## src/rtl/unified_mem_arbiter.sv

```systemverilog
// Shares the core's unified memory port with a loader/DMA requester.
// Serialises one transaction at a time with round-robin or fixed core-priority selection.
module unified_mem_arbiter #(
    parameter int ADDR_W    = 32,
    parameter int DATA_W    = 32,
    parameter int MEM_LAT   = 1,
    parameter int CORE_PRIO = 0
) (
    input  logic              clk,
    input  logic              reset,
    input  logic              c_req,
    input  logic              c_we,
    input  logic [ADDR_W-1:0] c_addr,
    input  logic [DATA_W-1:0] c_wdata,
    output logic              c_gnt,
    output logic              c_done,
    output logic [DATA_W-1:0] c_rdata,
    input  logic              l_req,
    input  logic              l_we,
    input  logic [ADDR_W-1:0] l_addr,
    input  logic [DATA_W-1:0] l_wdata,
    output logic              l_gnt,
    output logic              l_done,
    output logic [DATA_W-1:0] l_rdata,
    output logic              m_en,
    output logic              m_we,
    output logic [ADDR_W-1:0] m_addr,
    output logic [DATA_W-1:0] m_wdata,
    input  logic [DATA_W-1:0] m_rdata,
    output logic              busy
);

    typedef enum logic [1:0] {IDLE, ISSUE, WAIT} state_t;

    localparam logic [3:0] LAT_M1 = 4'(MEM_LAT - 1);

    state_t     state, state_nxt;
    logic       owner;      // 0 = core, 1 = loader
    logic       last_ldr;   // 1 = loader was served last
    logic [3:0] cnt;
    logic       sel_ldr;
    logic       any_req;
    logic       issue;
    logic       rd_done;
    logic       done;

    assign any_req = c_req | l_req;

    always_comb begin
        sel_ldr = 1'b0;
        if (l_req && !c_req)
            sel_ldr = 1'b1;
        else if (l_req && c_req)
            sel_ldr = (CORE_PRIO != 0) ? 1'b0 : !last_ldr;
    end

    always_comb begin
        state_nxt = state;
        case (state)
            IDLE:    if (any_req) state_nxt = ISSUE;
            ISSUE:   state_nxt = m_we ? IDLE : WAIT;
            WAIT:    if (cnt == '0) state_nxt = IDLE;
            default: state_nxt = IDLE;
        endcase
    end

    always_ff @(posedge clk or posedge reset) begin
        if (reset) begin
            state    <= IDLE;
            owner    <= 1'b0;
            last_ldr <= 1'b1;
            cnt      <= '0;
            m_we     <= 1'b0;
            m_addr   <= '0;
            m_wdata  <= '0;
        end else begin
            state <= state_nxt;
            case (state)
                IDLE: begin
                    if (any_req) begin
                        owner    <= sel_ldr;
                        last_ldr <= sel_ldr;
                        m_we     <= sel_ldr ? l_we    : c_we;
                        m_addr   <= sel_ldr ? l_addr  : c_addr;
                        m_wdata  <= sel_ldr ? l_wdata : c_wdata;
                    end
                end
                ISSUE:   cnt <= LAT_M1;
                WAIT:    if (cnt != '0) cnt <= cnt - 1'b1;
                default: cnt <= '0;
            endcase
        end
    end

    // All handshake strobes decode from registered state/owner, so there is no req-to-gnt path.
    assign issue   = (state == ISSUE);
    assign rd_done = (state == WAIT) && (cnt == '0);
    assign done    = (issue && m_we) || rd_done;

    assign m_en    = issue;
    assign busy    = (state != IDLE);
    assign c_gnt   = issue & ~owner;
    assign l_gnt   = issue &  owner;
    assign c_done  = done  & ~owner;
    assign l_done  = done  &  owner;
    assign c_rdata = (rd_done && !owner) ? m_rdata : '0;
    assign l_rdata = (rd_done &&  owner) ? m_rdata : '0;

endmodule

```

## config.mk

```make
export PLATFORM = sky130hd
export DESIGN_NAME = unified_mem_arbiter
export DESIGN_NICKNAME = d
export VERILOG_FILES = /design/src/rtl/unified_mem_arbiter.sv
export SDC_FILE = /design/constraint.sdc
export NUM_CORES = 1
export LEC_CHECK = 0
export CAP_MARGIN = 20
export CORE_MARGIN = 4
export CORE_UTILIZATION = 30
export CTS_CLUSTER_DIAMETER = 150
export CTS_CLUSTER_SIZE = 20
export DETAILED_ROUTE_END_ITERATION = 8
export GPL_ROUTABILITY_DRIVEN = 0
export PLACE_DENSITY = 0.74
export SYNTH_ARGS = -nofsm -noshare
export SYNTH_HDL_FRONTEND = slang
export SYNTH_SLANG_ARGS = --single-unit
```

## constraint.sdc

```tcl
create_clock -name clk -period 3.1 [get_ports clk]
set_clock_uncertainty 0.15 [all_clocks]
set_input_delay 0.62 -clock clk [delete_from_list [all_inputs] [get_ports clk]]
set_output_delay 0.62 -clock clk [all_outputs]
set_load 0.05 [all_outputs]
```

* After elaboration in Yosys (flattened, before gate mapping)
Index checks and enable logic that the tools add are counted.
Operators by class: $add $sub $neg 1, equality and inequality tests 5, multiplexer cells 13, bitwise operators 7, reduce and logical (&&, ||, !) cells 17
Operators by type and width (count):
- $mux 32 | 4
- $pmux 4 s2 | 1
- $logic_and 1x1->1 | 6
- $mux 2 | 3
- $ne 2x2->1 const B | 3
- $pmux 2 s3 | 1
- $reduce_and 2->1 | 3
- $and 1x1->1 | 4
- $logic_not 4->1 | 1
- $mux 4 | 1
- $reduce_bool 4->1 | 1
- $sub 4x1->4 const B | 1
- $logic_not 1->1 | 3
- $mux 1 | 3
- $eq 2x1->1 const B | 1
- $eq 2x2->1 const B | 1
- $logic_not 2->1 | 1
- $not 1->1 | 2
- $reduce_bool 2->1 | 1
- $logic_or 1x1->1 | 1
- $or 1x1->1 | 1
Word-level totals: flip-flop bits (word level) 73, input bits 166, output and inout port bits 135, word-level logic and storage cells 50

* Logic depth before layout (Yosys ltp)
Gate-level depths: netlist (run 1).
depth after elaboration 4, gate-level depth with buffers 6, gate-level depth less buffers 5

* Worst setup path before layout (run 1)
OpenSTA, ideal clock, no wires.
path type reg2out, start point reg state[0], end point out c_done, arrival time 2020 ps, data required time 2330 ps, slack 310 ps, stages on the path, launching flop included 6, cells stage by stage dfrtp_1 -> clkbuf_1 -> nand2b_1 -> inv_1 -> nand2_1 -> a21oi_1
Between the ends: cells in the longest elaborated chain, start to end 4
Ends and longest elaborated chain:
- from (decl) | line 37 | state_t state, state_nxt;
- from (signal assigned) | line 77 | state <= state_nxt;
- $eq 2x1->1 | line 96 | assign issue = (state == ISSUE);
- named net m_en | line 25 | output logic m_en,
- $logic_and 1x1->1 | line 98 | assign done = (issue && m_we) || rd_done;
- $logic_or 1x1->1 | line 98
- $and 1x1->1 | line 104 | assign c_done = done & ~owner;
- to (decl) | line 16 | output logic c_done,
The timed path passes the listed nets, and every way through them passes these cells.

* Worst setup path after layout (run 1)
start point reg cnt[1], end point out c_rdata[23]
Between the ends: cells in the longest elaborated chain, start to end 4
Ends and longest elaborated chain:
- from (decl) | line 40 | logic [3:0] cnt;
- from (signal assigned) | line 89 | WAIT: if (cnt != '0) cnt <= cnt - 1'b1;
- $logic_not 4->1 | line 97 | assign rd_done = (state == WAIT) && (cnt == '0);
- $logic_and 1x1->1 | line 97
- $logic_and 1x1->1 | line 106 | assign c_rdata = (rd_done && !owner) ? m_rdata : '0;
- $mux 32 | line 106
- to (decl) | line 17 | output logic [DATA_W-1:0] c_rdata,
No other way between the ends.

==> flow_summary.toml, run 1 <==
[synthesis]
yosys_warnings = 0
syn_area_um2 = 4375
synth_cell_types = 30
synth_cells = 330
ys_seq_area_share_pct = 41.78
synth-seq-cells = 73
syn_avg_cell_area_um2 = 13.26
synth_top_area_share_pct = 41.18
synth_area_leader_cell = "dfrtp_1"
synth.area.top_cells = "dfrtp_1 (41%), mux2_4 (27%), mux2_2 (13%)"
syn_nets = 497

[sta]
slew_violations = 0
worstMarginPinSlew_ns = 0.6004
whs_ns = 0.3563
rsz0062_at_grt = "false"
fin_crit_sh_pct = 92.04
relSlewSlack_pct = 59.93
hold_viol = 0
min_period_ns = 2.853
finalSetupViolCount = 0
tns_ns = 0
fmax_mhz = 350.5

[floorplanning]
start_util_pct = 31.04
die_area_um2 = 16580
core_region_area_um2 = 14100
ioPinCount = 301
rows = 43
die_w_um = 128.8
dieHeight_um = 128.8

[detailed_routing]
final_antenna_net_count = 0
drtIter0Drc = 74
via_per_inst = 4.533
drt-total-wl_mm = 14.02
dr.pass1.iters = 4
via_count = 3690
wl_per_cell_um = 17.22
drc = 0

[worst_setup_path]
crit_arrival_ns = 2.08
max_stage_delay_ns = 0.40
crit_buf_inv = 3
critPathLaunchType = "flip-flop"
worstPathMaxFanout = 32
critical-path-top-delay-family = "simple AND/OR/NAND/NOR gates"
end_kind = "output port"
cp.required_ns = 2.33
path_class = "flip-flop to output port"
path_cells = "inv_1 -> ha_1 -> nand4bb_1 -> nor3_2 -> buf_4 -> and2_1 -> buf_12"
slowest_stage = "dfrtp_1"

[final_layout]
nets = 796
areaGrowthSynthToFinish_pct = 93.51
drive_above_1_share_pct = 36.28
n_antenna_cell = 0
fill_cells = 1108

[global_routing]
grt_max_degree = 68
grt_usage_pct = 16.42
gr-total-overflow = 0
grt_pass1_vias = 4088
antenna_found_initial = 0
grt_pass1_wl_mm = 21.18

[cts]
cts_htree_levels = 3
cts-root-buf = "clkbuf_16"
cts_tree = "yes"
clk_pin_slew_ns = 0.06
clock_latency_ns = 0.34
cts_resized = 0
cts_buffer_depth = 2
cts_inserted_buffers = 9
clock_sinks = 73
postCtsSetupBuffers = 0
cts.hold.buffers_added = 0

[place]
io_buffers = 300
post-dp-hpwl_mm = 11.51

[flow_run]
max_cap_viol_count = 0

[pwr]
cellPowerDensity_nw_per_um2 = 979.3
ir_drop_v = 0.0006274
p_total_mw = 8.292
power_leakage_nw = 3.647

[hold_path]
hold_path_class = "flip-flop to flip-flop"

[outcome]
status = "complete, no violations"
[final timing paths]
check,slack (ns),start,cells past startpoint,endpoint
hold reg to reg,0.36,m_addr[15],1,m_addr[15]
setup / recovery,0.25,cnt[1],7,c_rdata[23]
min in group asynchronous,0.51,reset,2,m_wdata[19]
hold / removal,0.36,m_addr[15],1,m_addr[15]
setup reg to reg,1.06,last_ldr,4,m_addr[6]
max in group asynchronous,1.67,reset,3,m_wdata[18]
[layout make-up]
| class | count | area [um^2] | share of cell area [%] |
|---|---|---|---|
| clock inverters | 6 | 90.09 | 1.064 |
| repair buffers | 310 | 3676 | 43.42 |
| inverters | 6 | 23.77 | 0.2808 |
| flip-flops and latches | 73 | 1828 | 21.59 |
| well taps | 180 | 225.2 | 2.660 |
| clock buffers | 10 | 229.0 | 2.704 |
| multi-input cells | 229 | 2395 | 28.28 |
[cells in the mapped netlist]
cell type	number
o22ai_1	2
clkbuf_1	7
o21a_1	1
a21oi_1	5
and2_1	65
dfrtp_1	72
ha_1	1
nand4bb_1	1
a31oi_1	1
buf_2	6
nand2b_1	2
a21bo_2	1
or3b_2	1
nor4b_1	1
nand2_1	4
dfstp_2	1
nor2_2	1
mux2_4	78
a211oi_1	1
buf_6	8
inv_1	6
nand4b_1	1
mux2_2	52
nand3_1	1
o21ai_0	1
nor3_1	2
buf_4	1
nor2_1	5
mux2i_1	1
or2_2	1
[per-stage QoR]
stage | cells | utilization [%] | setup WS, ns | instance area (um^2)
floorplan | 330 | - | 0.3105 | 4375
global placement | 798 | 57.80 | 0.4516 | 8148
detailed placement | 798 | 57.80 | 0.4226 | 8148
CTS | 814 | 60.07 | 0.2177 | 8467
global route | 814 | 60.07 | 0.09037 | 8467
finish | 814 | 60.07 | 0.2468 | 8467
[per-layer routing]
layer	global-route usage, %	vias to the layer above	wire (um)
li1	-	1739	-
met1	16.40	1721	4878
met2	30.34	210	7321
met3	6.766	20	1563
met4	6.115	0	252
met5	0	-	0
[power by group]
part           internal [mW]  switching [mW]  total [mW]
Combinational           2.35            3.08        5.43
Clock                  0.709           0.414        1.12
Sequential              1.43           0.309        1.74
Total                   4.49            3.80        8.29
[kinds of logic (layout without fill, tap and decap cells)]
kind of cell / after synthesis / in the layout / synth area share, %
AND/OR/NAND/NOR: 85 / 85 / 11.84
AO/OA/AOI/OAI: 12 / 12 / 1.687
adder cells (fa/ha/maj): 1 / 1 / 0.2859
buffers and inverters: 28 / 332 / 4.032
multiplexers: 131 / 131 / 40.38
flip-flops: 73 / 73 / 41.78
[cell usage in the layout, fill, tap and decap left out, types with 2 or more instances in the layout]
cell type	n
nor3_2	2
inv_6	2
and2_1	65
clkinv_2	2
nand2_1	4
clkdlybuf4s50_1	234
inv_1	5
dfrtp_1	72
mux2_2	52
a21oi_1	5
bufinv_16	2
o22ai_1	2
buf_4	15
nand2b_1	2
clkbuf_16	9
buf_12	61
nor2_1	5
mux2_4	78
[flip-flops by register name, indices dropped and copies added, names as in the netlist]
name,flops
m_addr,32
last_ldr,1
cnt,4
m_we,1
state,2
m_wdata,32
owner,1
[worst reg2reg max path: cells and delay by family, from the launching register on]
kind	cells	cell delay [ns]
muxes	2	0.62
DFF	1	0.55
AOI/OAI and AO/OA	1	0.34
buffers and inverters	1	0.26
Power figures use the tool's default switching activity.
==> inputs of run 2 (changes only) <==
- SKIP_CTS_REPAIR_TIMING: not set -> 1
==> results of run 2 <==
The final DEF is identical to that of run 1; final timing and power are the same.
